--- src/rtl/cmd_frame_pkg.sv ---
// cmd_frame_pkg: opcodes, command/state enums and per-command frame geometry.
package cmd_frame_pkg;
    localparam logic [7:0] OP_WR     = 8'hAA;
    localparam logic [7:0] OP_RD     = 8'hBB;
    localparam logic [7:0] OP_ALU_AB = 8'hCC;
    localparam logic [7:0] OP_ALU    = 8'hDD;

    typedef enum logic [1:0] {CMD_WR, CMD_RD, CMD_ALU_AB, CMD_ALU} cmd_type_e;
    typedef enum logic [1:0] {IDLE, SEND, WAIT_RSP, DONE} state_e;

    function automatic logic [2:0] frame_len(cmd_type_e t);
        return t == CMD_ALU_AB ? 3'd4 : t == CMD_WR ? 3'd3 : 3'd2;
    endfunction

    function automatic logic [1:0] rsp_len(cmd_type_e t);
        return t == CMD_WR ? 2'd0 : t == CMD_RD ? 2'd1 : 2'd2;
    endfunction

    function automatic logic [7:0] opcode(cmd_type_e t);
        return t == CMD_WR ? OP_WR : t == CMD_RD ? OP_RD : t == CMD_ALU_AB ? OP_ALU_AB : OP_ALU;
    endfunction
endpackage

--- src/rtl/cmd_frame_master_if.sv ---
// cmd_frame_master_if: command request, UART TX/RX byte paths and response bundle.
interface cmd_frame_master_if #(parameter int BYTE = 8);
    logic            CMD_VLD;
    logic [1:0]      CMD_TYPE;
    logic [3:0]      CMD_ADDR;
    logic [BYTE-1:0] CMD_DATA_A;
    logic [BYTE-1:0] CMD_DATA_B;
    logic [3:0]      CMD_FUN;
    logic            CMD_BUSY;
    logic [BYTE-1:0] TX_P_DATA;
    logic            TX_D_VLD;
    logic            TX_BUSY;
    logic [BYTE-1:0] RX_P_DATA;
    logic            RX_D_VLD;
    logic [2*BYTE-1:0] RSP_DATA;
    logic            RSP_VLD;
    logic            RSP_TIMEOUT;

    modport master (
        input  CMD_VLD, CMD_TYPE, CMD_ADDR, CMD_DATA_A, CMD_DATA_B, CMD_FUN, TX_BUSY, RX_P_DATA, RX_D_VLD,
        output CMD_BUSY, TX_P_DATA, TX_D_VLD, RSP_DATA, RSP_VLD, RSP_TIMEOUT
    );

    modport slave (
        output CMD_VLD, CMD_TYPE, CMD_ADDR, CMD_DATA_A, CMD_DATA_B, CMD_FUN, TX_BUSY, RX_P_DATA, RX_D_VLD,
        input  CMD_BUSY, TX_P_DATA, TX_D_VLD, RSP_DATA, RSP_VLD, RSP_TIMEOUT
    );
endinterface

--- src/rtl/cmd_frame_master_rsp_timer.sv ---
// rsp_timer: saturating inter-byte timer; o_expire holds once TIMEOUT_CYC-1 is reached.
module rsp_timer #(
    parameter int TIMEOUT_CYC = 4096
) (
    input  logic clk,
    input  logic rst,
    input  logic i_clr,
    input  logic i_en,
    output logic o_expire
);
    localparam int TW = (TIMEOUT_CYC > 1) ? $clog2(TIMEOUT_CYC) : 1;
    localparam logic [TW-1:0] LAST = TW'(TIMEOUT_CYC - 1);

    logic [TW-1:0] r_cnt;

    always_ff @(posedge clk or posedge rst)
        if (rst)
            r_cnt <= '0;
        else if (i_clr)
            r_cnt <= '0;
        else if (i_en && r_cnt != LAST)
            r_cnt <= r_cnt + 1'b1;

    assign o_expire = r_cnt == LAST;
endmodule

--- src/rtl/cmd_frame_master.sv ---
// cmd_frame_master: serialises one command into a UART byte frame and collects its response.
module cmd_frame_master
    import cmd_frame_pkg::*;
#(
    parameter int BYTE        = 8,
    parameter int TIMEOUT_CYC = 4096
) (
    input  logic CLK,
    input  logic RST,
    cmd_frame_master_if.master bus
);
    state_e          r_state, w_next;
    cmd_type_e       r_type;
    logic [3:0]      r_addr;
    logic [3:0]      r_fun;
    logic [BYTE-1:0] r_a;
    logic [BYTE-1:0] r_b;
    logic [1:0]      r_idx;
    logic            r_rcnt;
    logic [BYTE-1:0] r_lo;
    logic [2*BYTE-1:0] r_rsp;
    logic [BYTE-1:0] w_byte;
    logic            w_accept, w_tx_acc, w_last_tx, w_rx, w_last_rx, w_expire, w_tmo;

    assign w_accept  = bus.CMD_VLD && r_state == IDLE;
    assign w_tx_acc  = r_state == SEND && !bus.TX_BUSY;
    assign w_last_tx = w_tx_acc && {1'b0, r_idx} == frame_len(r_type) - 3'd1;
    assign w_rx      = r_state == WAIT_RSP && bus.RX_D_VLD;
    assign w_last_rx = w_rx && (r_rcnt || rsp_len(r_type) == 2'd1);
    // An arriving byte always beats expiry on the same cycle
    assign w_tmo     = r_state == WAIT_RSP && w_expire && !bus.RX_D_VLD;

    assign w_byte = r_idx == 2'd0 ? BYTE'(opcode(r_type)) :
                    r_idx == 2'd1 ? (r_type == CMD_ALU_AB ? r_a : r_type == CMD_ALU ? BYTE'(r_fun) : BYTE'(r_addr)) :
                    r_idx == 2'd2 ? (r_type == CMD_ALU_AB ? r_b : r_a) :
                    BYTE'(r_fun);

    always_ff @(posedge CLK or posedge RST)
        if (RST)
            r_state <= IDLE;
        else
            r_state <= w_next;

    always_comb begin
        w_next = r_state;
        unique case (r_state)
            IDLE:     w_next = w_accept ? SEND : IDLE;
            SEND:     w_next = !w_last_tx ? SEND : rsp_len(r_type) == 2'd0 ? DONE : WAIT_RSP;
            WAIT_RSP: w_next = w_last_rx ? DONE : w_tmo ? IDLE : WAIT_RSP;
            DONE:     w_next = IDLE;
        endcase
    end

    always_ff @(posedge CLK or posedge RST)
        if (RST) begin
            r_type <= CMD_WR;
            r_addr <= '0;
            r_fun  <= '0;
            r_a    <= '0;
            r_b    <= '0;
            r_idx  <= '0;
            r_rcnt <= 1'b0;
            r_lo   <= '0;
            r_rsp  <= '0;
        end else begin
            if (w_accept) begin
                r_type <= cmd_type_e'(bus.CMD_TYPE);
                r_addr <= bus.CMD_ADDR;
                r_fun  <= bus.CMD_FUN;
                r_a    <= bus.CMD_DATA_A;
                r_b    <= bus.CMD_DATA_B;
                r_idx  <= '0;
                r_rcnt <= 1'b0;
            end
            if (w_tx_acc)
                r_idx <= r_idx + 2'd1;
            if (w_rx) begin
                r_lo   <= bus.RX_P_DATA;
                r_rcnt <= 1'b1;
            end
            // Result register only changes on completion so a timeout leaves it intact
            if (w_last_rx)
                r_rsp <= r_rcnt ? {bus.RX_P_DATA, r_lo} : {BYTE'(0), bus.RX_P_DATA};
            if (w_last_tx && rsp_len(r_type) == 2'd0)
                r_rsp <= '0;
        end

    rsp_timer #(.TIMEOUT_CYC(TIMEOUT_CYC)) u_timer (
        .clk      (CLK),
        .rst      (RST),
        .i_clr    (r_state != WAIT_RSP || bus.RX_D_VLD),
        .i_en     (r_state == WAIT_RSP),
        .o_expire (w_expire)
    );

    assign bus.CMD_BUSY    = r_state != IDLE;
    assign bus.TX_D_VLD    = r_state == SEND;
    assign bus.TX_P_DATA   = r_state == SEND ? w_byte : '0;
    assign bus.RSP_DATA    = r_rsp;
    assign bus.RSP_VLD     = r_state == DONE;
    assign bus.RSP_TIMEOUT = w_tmo;
endmodule

--- src/flat_wrapper.sv ---
// flat-port wrapper written by rule: the top's interface ports become plain ports
module cmd_frame_master_flat import cmd_frame_pkg::*;
#(
    parameter int BYTE        = 8,
    parameter int TIMEOUT_CYC = 4096
)
  (CLK, RST, bus_CMD_VLD, bus_CMD_TYPE, bus_CMD_ADDR, bus_CMD_DATA_A, bus_CMD_DATA_B, bus_CMD_FUN, bus_TX_BUSY, bus_RX_P_DATA, bus_RX_D_VLD, bus_CMD_BUSY, bus_TX_P_DATA, bus_TX_D_VLD, bus_RSP_DATA, bus_RSP_VLD, bus_RSP_TIMEOUT);
  cmd_frame_master_if #(.BYTE(BYTE)) bus_i ();
  input  logic CLK;
  input  logic RST;
  input wire logic [$bits(bus_i.CMD_VLD)-1:0] bus_CMD_VLD;
  input wire logic [$bits(bus_i.CMD_TYPE)-1:0] bus_CMD_TYPE;
  input wire logic [$bits(bus_i.CMD_ADDR)-1:0] bus_CMD_ADDR;
  input wire logic [$bits(bus_i.CMD_DATA_A)-1:0] bus_CMD_DATA_A;
  input wire logic [$bits(bus_i.CMD_DATA_B)-1:0] bus_CMD_DATA_B;
  input wire logic [$bits(bus_i.CMD_FUN)-1:0] bus_CMD_FUN;
  input wire logic [$bits(bus_i.TX_BUSY)-1:0] bus_TX_BUSY;
  input wire logic [$bits(bus_i.RX_P_DATA)-1:0] bus_RX_P_DATA;
  input wire logic [$bits(bus_i.RX_D_VLD)-1:0] bus_RX_D_VLD;
  output wire logic [$bits(bus_i.CMD_BUSY)-1:0] bus_CMD_BUSY;
  output wire logic [$bits(bus_i.TX_P_DATA)-1:0] bus_TX_P_DATA;
  output wire logic [$bits(bus_i.TX_D_VLD)-1:0] bus_TX_D_VLD;
  output wire logic [$bits(bus_i.RSP_DATA)-1:0] bus_RSP_DATA;
  output wire logic [$bits(bus_i.RSP_VLD)-1:0] bus_RSP_VLD;
  output wire logic [$bits(bus_i.RSP_TIMEOUT)-1:0] bus_RSP_TIMEOUT;
  assign bus_i.CMD_VLD = bus_CMD_VLD;
  assign bus_i.CMD_TYPE = bus_CMD_TYPE;
  assign bus_i.CMD_ADDR = bus_CMD_ADDR;
  assign bus_i.CMD_DATA_A = bus_CMD_DATA_A;
  assign bus_i.CMD_DATA_B = bus_CMD_DATA_B;
  assign bus_i.CMD_FUN = bus_CMD_FUN;
  assign bus_i.TX_BUSY = bus_TX_BUSY;
  assign bus_i.RX_P_DATA = bus_RX_P_DATA;
  assign bus_i.RX_D_VLD = bus_RX_D_VLD;
  assign bus_CMD_BUSY = bus_i.CMD_BUSY;
  assign bus_TX_P_DATA = bus_i.TX_P_DATA;
  assign bus_TX_D_VLD = bus_i.TX_D_VLD;
  assign bus_RSP_DATA = bus_i.RSP_DATA;
  assign bus_RSP_VLD = bus_i.RSP_VLD;
  assign bus_RSP_TIMEOUT = bus_i.RSP_TIMEOUT;
  cmd_frame_master #(.BYTE(BYTE), .TIMEOUT_CYC(TIMEOUT_CYC)) u_core (.CLK(CLK), .RST(RST), .bus(bus_i));
endmodule
--- config.mk ---
export PLATFORM = sky130hd
export DESIGN_NAME = cmd_frame_master_flat
export DESIGN_NICKNAME = d
export VERILOG_FILES = /design/src/rtl/cmd_frame_pkg.sv /design/src/rtl/cmd_frame_master_if.sv /design/src/rtl/cmd_frame_master_rsp_timer.sv /design/src/rtl/cmd_frame_master.sv /design/src/flat_wrapper.sv
export SDC_FILE = /design/constraint.sdc
export NUM_CORES = 1
export LEC_CHECK = 0
export BUFFER_PORTS_ARGS = -buffer_cell sky130_fd_sc_hd__buf_2
export CORE_AREA = 4 4 82 84
export CTS_BUF_LIST = sky130_fd_sc_hd__clkbuf_8
export DETAILED_ROUTE_END_ITERATION = 8
export DIE_AREA = 0 0 86 88
export PLACE_DENSITY = 0.76
export SLEW_MARGIN = 20
export SYNTH_ARGS = -nofsm -noshare
export SYNTH_HDL_FRONTEND = slang
export SYNTH_SLANG_ARGS = --single-unit
export TNS_END_PERCENT = 30
--- constraint.sdc ---
create_clock -name CLK -period 2.3 [get_ports CLK]
set_input_delay 0.115 -clock CLK [delete_from_list [all_inputs] [get_ports CLK]]
set_output_delay 0.115 -clock CLK [all_outputs]
set_load 0.1 [all_outputs]
[Yosys cells after proc, flatten, opt, wreduce, memory -nomap -nowiden]
Index checks and enable logic that the tools add are counted.
Widths: inputs -> output; s select.
Word-level totals
  word-level logic and storage cells: 78
  flip-flop bits (word level): 67
  bits of input ports: 39
Operators by class
  $add $sub $neg: 3
  muxes and demuxes: 29
  reductions and logical operators: 22
  eq/ne operators: 13
Operators by type and width (number)
  $mux 8: 8
  $mux 16: 3
  $mux 12: 2
  $mux 2: 7
  $add 12x1->12 const B: 1
  $eq 12x12->1 const B: 1
  $ne 12x12->1 const B: 1
  $eq 2x2->1 const B: 5
  $reduce_bool 2->1: 5
  $logic_and 1x1->1: 9
  $eq 2x1->1 const B: 4
  $logic_not 2->1: 4
  $pmux 2 s4: 1
  $mux 1: 5
  $mux 5: 1
  $mux 4: 1
  $eq 2x3->1: 1
  $mux 3: 1
  $sub 3x1->3 const B: 1
  $add 2x1->2 const B: 1
  $logic_not 1->1: 2
  $logic_or 1x1->1: 2
  $ne 2x2->1 const B: 1

[Longest topological paths before layout]
Gate-level depths: netlist of the first run.
  depth after elaboration: 8
  depth in mapped cells: 7

[Hierarchy]
A second synthesis of the first run with hierarchy kept.
Second synthesis, totals
  cells, all modules: 313
  area, all modules: 3579.7 µm²
By module, submodules not included
  cmd_frame_master: area each 2869.0 µm², times used 1, cells an instance 239
  rsp_timer: area each 710.7 µm², times used 1, cells an instance 74

[Least setup slack after synthesis of the first run]
Ideal clock, no wire load.
  path kind: reg2out
  start point: register u_core.r_idx[0]
  end point: output bus_TX_P_DATA[6]
  path slack: -1.317 ns
  path buffers: 1
  cell stages (with the launch flop): 8
  arrival: 3.502 ns
  required time: 2.185 ns
  path through: dfrtp_1 -> inv_1 -> ha_1 -> clkbuf_1 -> nand2b_1 -> nor3b_1 -> a221oi_1 -> nor3_1
Between the ends
  longest elaborated chain between the ends: 5
  elaborated cells between the ends (all ways): 7
  classes of those cells: eq/ne: 2; mux: 4; reduce/logical: 1
RTL lines
  start, declared: RTL line cmd_frame_master.sv:18  | logic [1:0] r_idx;
  start signal, assigned: RTL line cmd_frame_master.sv:76  | r_idx <= r_idx + 2'd1;
  $eq 2x2->1: RTL line cmd_frame_master.sv:35  | r_idx == 2'd2 ? (r_type == CMD_ALU_AB ? r_b : r_a) :
  $mux 8: RTL line cmd_frame_master.sv:35
  $mux 8: RTL line cmd_frame_master.sv:34  | r_idx == 2'd1 ? (r_type == CMD_ALU_AB ? r_a : r_type == CMD_ALU ? BYTE'(r_fun) : BYTE'(r_addr)) :
  $mux 8 (*): RTL line cmd_frame_master.sv:33  | assign w_byte = r_idx == 2'd0 ? BYTE'(opcode(r_type)) :
  $mux 8 (*): RTL line cmd_frame_master.sv:98  | assign bus.TX_P_DATA = r_state == SEND ? w_byte : '0;
  end, declared: RTL line flat_wrapper.sv:21  | output wire logic [$bits(bus_i.TX_P_DATA)-1:0] bus_TX_P_DATA;
Mark *: on every way between the ends. The rest lies on a longest branch, timed or not.

[Final worst setup path of the first run]
Ends and elaborated chain as after synthesis.

==> results by group, run 1 <==
CTS
  • Max clock buf depth: 2
  • CTS Sinks: 67
  • Clk Tree Root Cell: clkbuf_8
  • Clock latency on the worst-skew pair: 0.34 ns
  • TritonCTS buffer count: 9
  • Post-CTS Setup Inserts: 0
  • Clock-pin slew on the worst setup and hold paths: 0.07 ns
  • CTS tree: yes
  • H-tree depth reported by CTS: 3

Yosys
  • Most numerous cell in the Yosys netlist: dfrtp_1
  • Syn_area_per_cell: 11.33 µm²
  • Total of warnings raised by yosys: 0
  • Post-Syn Nets: roughly 340
  • Commonest cells post-synth: dfrtp_1, mux2_2, nor2_1
  • Largest family of logic cells by synthesized area: multiplexers
  • Prevailing post-synth register cell: dfrtp_1
  • Synth Cell Area: approximately 3300 µm²
  • Synth Area in Compound Gates: 0.1334
  • Post-Synth Adder-Cell Area: 0.01503
  • Register bit total from synthesis: between 60 and 70
  • Register area share after synthesis: 0.5034
  • Asr flop ratio synth: 1.000
  • EDFF count, synth: 0
  • Post-synth top area share: 0.5034
  • Leading post-synthesis cells by cell area: dfrtp_1, mux2_2, mux2i_1
  • Synth Area in Simple Gates: 0.1258
  • Yosys cell types: 47
  • Post-synth top area cell: dfrtp_1
  • Mux contribution to synthesized area: 0.1754
  • Synth Area in XOR/XNOR: 0.01052
  • Mapped Cells: 294

Placement
  • Dpl cells: roughly 430
  • Placed Area: between 3000 and 4000 µm²
  • Dpl hpwl: approximately 5200 µm
  • GP Congestion: roughly 0.82
  • # port buffers: 66

STA
  • RSZ-0062 raised after global routing: true
  • FMAX: between 400 and 500 MHz
  • Rel. slew slack: 0.5041
  • # setup viols final: 0
  • Tmin final: 2.252 ns
  • Clock skew: roughly 0.0079 ns
  • Fin crit share: 0.9790
  • Setup TNS: 0 ns
  • Slew Limit Fails: 0
  • Final Hold Fails: 0
  • Slew at the pin closest to its max-slew limit: ~0.74 ns

Drt
  • Routed vias: about 2.6k
  • Residual DRC count: 0
  • Initial DRC count: 169
  • Via-to-Cell Ratio: approximately 5.7
  • Final antenna-violating net count: 0
  • Total wire length: 7549 µm
  • TritonRoute pass-1 iters: 4
  • DR WL/cell: roughly 17 µm

Global routing
  • GRT Util Overall: 0.2113
  • Antenna violations before repair: 0
  • Vias in the first global route: about 2.6k
  • Largest net degree at the start of global routing: 39
  • Grt ovf: 0
  • Global-route wire length before repair: roughly 12,000 µm

Setup path
  • Critical path capture point type: output pin
  • CP max stage delay: 0.42 ns
  • Slowest-stage cell, CP: dfrtp_1
  • Peak fanout along the critical path: 9
  • Critical path cell sequence: inv_1 > ha_4 > nand2b_1 > o21ai_1 > a221oi_2 > nor3_4 > buf_12
  • Delay-heaviest family, CP: compound AO/OA/AOI/OAI gates
  • Buffer and inverter count on the worst path: 2
  • Worst path arrival time: 2.14 ns
  • Worst setup SP type: flop
  • WS Path Type: reg -> out
  • WP data required: ~2.2 ns

Floorplanning
  • DIE HEIGHT: between 80 and 90 µm
  • Ports: 67
  • Row count: 28
  • Core region area: 5921 µm²
  • DIE AREA: 7568 µm²
  • Die X: about 86 µm
  • Initial Util: 0.5626

Layout
  • Area of the multi-input gates: about 1600 µm²
  • Fillers: between 400 and 500
  • Layout Nets: 420
  • Fin cells: approximately 460
  • N_diodes: 0
  • Seq. cell area: 1678 µm²
  • P&R area growth vs syn: 27.76%
  • Finished Cell Area: approximately 4300 µm²
  • Layout cell share with drive strength beyond 1: 0.3822

Flow run
  • # Max-Cap Violations: 0

Min path
  • Hold Path Class: in -> reg

Outcome
  • Status: finished clean
==> cell usage in the layout, fill, tap and decap left out, types with 2 or more instances in the layout <==
| master | netlist | final |
|---|---|---|
| a211oi_1 | 12 | 12 |
| a31o_2 | 2 | 2 |
| inv_1 | 8 | 7 |
| a22oi_1 | 8 | 8 |
| a21oi_1 | 10 | 10 |
| nand2b_1 | 4 | 4 |
| buf_4 | 4 | 7 |
| a31oi_1 | 6 | 5 |
| clkbuf_8 | 0 | 10 |
| nor2_2 | 1 | 3 |
| dfrtp_1 | 67 | 66 |
| o21ai_0 | 9 | 8 |
| and4_1 | 3 | 3 |
| buf_12 | 0 | 9 |
| and2_1 | 2 | 2 |
| nor3_1 | 3 | 2 |
| nand3_1 | 5 | 5 |
| xnor2_1 | 3 | 3 |
| nor2b_1 | 5 | 3 |
| clkinv_2 | 0 | 2 |
| nand4_1 | 5 | 5 |
| ha_1 | 4 | 2 |
| nor2b_2 | 1 | 3 |
| a221oi_1 | 3 | 2 |
| mux2_2 | 35 | 35 |
| clkinvlp_4 | 0 | 2 |
| nand3b_1 | 3 | 3 |
| o31a_1 | 3 | 3 |
| nor2_1 | 33 | 31 |
| nor3b_2 | 1 | 2 |
| dlygate4sd3_1 | 0 | 14 |
| nand2_1 | 8 | 8 |
| mux2i_1 | 19 | 19 |
| buf_2 | 7 | 57 |
==> final timing paths <==
kind	startpoint	endpoint	slack, ns	depth (start not counted)
min in group asynchronous	RST	u_core.bus.RSP_DATA[5]$_DFFE_PP0P_	0.41	3
max	u_core.r_idx[0]$_DFFE_PP0P_	bus_TX_P_DATA[6]	0.05	7
max reg2reg	u_core.r_state[0]$_DFF_PP0_	u_core.r_idx[0]$_DFFE_PP0P_	0.54	5
min	bus_CMD_DATA_A[4]	u_core.r_a[4]$_DFFE_PP0P_	0.01	2
max in group asynchronous	RST	u_core.r_idx[1]$_DFFE_PP0P_	1.25	4
min reg2reg	u_core.u_timer.r_cnt[6]$_DFFE_PP0P_	u_core.u_timer.r_cnt[6]$_DFFE_PP0P_	0.50	1
==> state kept, by name, indices dropped and copies added, names as in the netlist <==
register,flops
u_core.bus.RSP_DATA,16
u_core.r_a,8
u_core.r_addr,4
u_core.r_b,8
u_core.r_fun,4
u_core.r_idx,2
u_core.r_lo,8
u_core.r_rcnt,1
u_core.r_state,2
u_core.r_type,2
u_core.u_timer.r_cnt,12
==> cell type report <==
type | instances | area share
sequential | 67 | 0.3943
multi-input combinational | 203 | 0.3728
timing repair buffer | 88 | 0.1564
clock buffer | 10 | 0.03234
tap | 75 | 0.02205
clock inverter | 6 | 0.01500
inverter | 8 | 0.007057
==> layer usage <==
| layer | global-route usage | routed length, µm |
|---|---|---|
| met5 | 0 | 0 |
| met4 | 0.1022 | 164 |
| met3 | 0.04327 | 347 |
| met2 | 0.3371 | 3693 |
| met1 | 0.2763 | 3343 |
==> stage by stage <==
stage	hold slack [ns]	worst slack, ns	utilization
3_3_place_gp	0.2432	0.2806	0.6560
3_5_place_dp	0.2498	0.1925	0.6560
4_1_cts	0.0002472	0.009368	0.7132
2_1_floorplan	0.2318	-0.1697	-
5_1_grt	0.006259	-0.06044	0.7187
6_report	0.01367	0.04841	0.7187
==> worst register-to-register path, delay by kind of cell (launching register included) <==
family	cells	cell delay [ns]
DFF	1	0.47
buffers and inverters	1	0.34
and+or+nand+nor	3	0.57
muxes	1	0.28
==> timing repair <==
action,in CTS,in global routing
resized for setup,3,5
hold buffers,13,1
endpoints found under the setup margin,4,5
endpoints found under the hold margin,41,1
==> cell families (layout without fill, tap and decap cells) <==
| family | count (synthesis) | after routing |
|---|---|---|
| simple gates | 80 | 80 |
| flops | 67 | 67 |
| compound gates | 61 | 61 |
| mux | 54 | 54 |
| buf+inv | 24 | 112 |
| fa+ha+maj | 4 | 4 |
| xor+xnor | 4 | 4 |
Power of run 1 is left out: the tool's default activity adds up to more than one toggle a clock period on the data nets, which glitch-free logic cannot reach.
==> inputs of run 2 (changes only) <==
ABC_AREA = 1   (was default)
CORE_AREA = 4 4 84 86   (was 4 4 82 84)
DIE_AREA = 0 0 88 90   (was 0 0 86 88)
==> results by group, run 2 <==
Floorplanning
  • Core region area: 6277 µm²
  • Row count: 29
  • Initial Util: 0.5557
  • DIE HEIGHT: about 90 µm
  • Die X: just under 90 µm
  • DIE AREA: ~7900 µm²
  • Ports: between 60 and 70

Layout
  • Most common cell after layout, fill and taps aside: nand2_1
  • Layout Nets: 571
  • Fillers: between 400 and 500
  • Layout cell share with drive strength beyond 1: 0.2458
  • N_diodes: 0
  • Commonest cells after routing, fill and taps aside: nand2_1, dfrtp_1, buf_2
  • Largest register FFs: 16
  • P&R area growth vs syn: 28.55%
  • Seq. cell area: 1677 µm²
  • Area of the multi-input gates: 1540 µm²
  • Finished Cell Area: around 4500 µm²

Global routing
  • GRT Util Overall: 0.2116
  • Antenna violations before repair: 0
  • Largest net degree at the start of global routing: 44
  • Grt ovf: 0
  • Global-route wire length before repair: around 13,000 µm
  • Vias in the first global route: between 2k and 3k

Drt
  • Residual DRC count: 0
  • Initial DRC count: about 200
  • Final antenna-violating net count: 0
  • DR WL/cell: between 10 and 15 µm
  • Total wire length: a little over 8000 µm
  • TritonRoute pass-1 iters: 4
  • Via-to-Cell Ratio: ~5
  • Routed vias: approximately 3.1k

Setup path
  • Critical path cell sequence: inv_1 > ha_1 > inv_1 > nand2_1 > nor2_1 > nand2_1 > a21oi_1 > buf_6
  • Critical path capture point type: output pin
  • WS Path Type: reg -> out
  • Peak fanout along the critical path: 8
  • Worst path arrival time: 2.12 ns
  • WP data required: ~2.2 ns
  • Slowest-stage cell, CP: dfrtp_1
  • CP max stage delay: between 0.3 and 0.4 ns
  • Worst setup SP type: flop

CTS
  • CTS Sinks: 67
  • CTS tree: yes
  • Max clock buf depth: 2
  • TritonCTS buffer count: 9
  • Clock latency on the worst-skew pair: between 0.3 and 0.4 ns
  • Clk Tree Root Cell: clkbuf_8
  • Clock-pin slew on the worst setup and hold paths: ~0.07 ns
  • H-tree depth reported by CTS: 3

Yosys
  • Synth Cell Area: 3488 µm²
  • Commonest cells post-synth: nand2_1, dfrtp_1, inv_1
  • Prevailing post-synth register cell: dfrtp_1
  • Register bit total from synthesis: 67
  • Mapped Cells: ~430
  • Total of warnings raised by yosys: 0
  • Yosys cell types: 36
  • Asr flop ratio synth: 1.000
  • Most numerous cell in the Yosys netlist: nand2_1
  • Syn_area_per_cell: 8.150 µm²
  • EDFF count, synth: 0
  • Post-synth top area share: 0.4806
  • Leading post-synthesis cells by cell area: dfrtp_1, nand2_1, inv_1
  • Register area share after synthesis: 0.4806
  • Post-Syn Nets: around 470
  • Post-synth top area cell: dfrtp_1

Placement
  • Post-placement setup slack: about 0.26 ns
  • # port buffers: 66
  • Placed Area: just under 4000 µm²
  • Dpl hpwl: about 5700 µm
  • GP Congestion: 0.9177

STA
  • Worst hold slack: between 0.008 and 0.009 ns
  • FMAX: 448.2 MHz
  • Clock skew: roughly 0.007 ns
  • Slew Limit Fails: 0
  • # setup viols final: 0
  • Final setup margin: a little under 0.07 ns
  • Fin crit share: 0.9700
  • Final Hold Fails: 0
  • Rel. slew slack: 0.6096
  • Tmin final: around 2.2 ns
  • Slew at the pin closest to its max-slew limit: roughly 0.58 ns
  • RSZ-0062 raised after global routing: true

Min path
  • Hold Path Class: in -> reg

Flow run
  • # Max-Cap Violations: 0

Outcome
  • Status: finished clean
==> run 2: cell count changes in the layout (fill, tap and decap cells not counted), sizes merged, moves of 5 or more <==
cell         previous run  this run
a211oi                 12         0
a22oi                   8         0
dlygate4sd3            14        27
inv                     9        60
mux2                   35         0
mux2i                  19         8
nand2                   8       151
nand2b                  5         0
nand3                   5        22
nor2b                   6         0
o21ai                   9        29
o22ai                   0        16
==> run 2: per-stage QoR <==
step	util	cells	TNS, ns
6_report	0.7144	610	0
5_1_grt	0.7144	610	-0.04471
4_1_cts	0.7064	609	0
3_5_place_dp	0.6261	567	0
3_3_place_gp	0.6261	567	0
2_1_floorplan	-	428	-1.138
==> run 2: kinds of logic (layout without fill, tap and decap cells) <==
group,Yosys count,after routing,share of synthesized area
DFF,67,67,0.4806
and+or+nand+nor,213,213,0.2647
buffers and inverters,71,176,0.09146
AOI/OAI and AO/OA,65,65,0.1259
muxes,8,8,0.02296
adders and majority gates,4,4,0.01435
==> run 2: worst paths after layout <==
path	start	end	slack (ns)	cells after the start
worst max-delay path	u_core.r_idx[0]$_DFFE_PP0P_	bus_TX_P_DATA[2]	0.07	8
worst min-delay path	bus_RX_P_DATA[7]	u_core.r_lo[7]$_DFFE_PP0P_	0.009	3
worst max register to register	u_core.r_state[1]$_DFF_PP0_	u_core.bus.RSP_DATA[14]$_DFFE_PP0P_	0.57	6
worst min register to register	u_core.r_lo[3]$_DFFE_PP0P_	u_core.r_lo[3]$_DFFE_PP0P_	0.48	2
max in group asynchronous	RST	u_core.r_fun[1]$_DFFE_PP0P_	1.32	4
min in group asynchronous	RST	u_core.u_timer.r_cnt[8]$_DFFE_PP0P_	0.36	3
==> run 2: what timing repair did <==
action,in CTS,in global routing
endpoints found under the hold margin,49,1
endpoints found under the setup margin,7,9
resized for setup,7,14
buffers inserted,0,0
hold buffers,26,1
==> run 2: critical path, delay by kind of cell, from the launching register on <==
kind | cells | cell delay, ns
AO/OA/AOI/OAI | 1 | 0.23
flip-flops | 1 | 0.38
adder cells (fa/ha/maj) | 1 | 0.25
buffers and inverters | 3 | 0.64
AND/OR/NAND/NOR | 3 | 0.27
==> run 2: layout make-up <==
type | instances | area share
well taps | 77 | 0.02148
clock buffers | 10 | 0.03069
clock inverters | 6 | 0.01981
multi-input cells | 290 | 0.3435
repair buffers | 100 | 0.1585
flip-flops and latches | 67 | 0.3739
inverters | 60 | 0.05218
==> run 2: metal layers <==
| layer | vias to the layer above | routed length (µm) | track usage |
|---|---|---|---|
| met1 | 1433 | 3521 | 0.2759 |
| met3 | 14 | 461 | 0.05119 |
| li1 | 1563 | - | - |
| met4 | 0 | 131 | 0.07673 |
| met5 | - | 0 | 0 |
| met2 | 94 | 4058 | 0.3386 |
Power of run 2 is left out for the same reason.
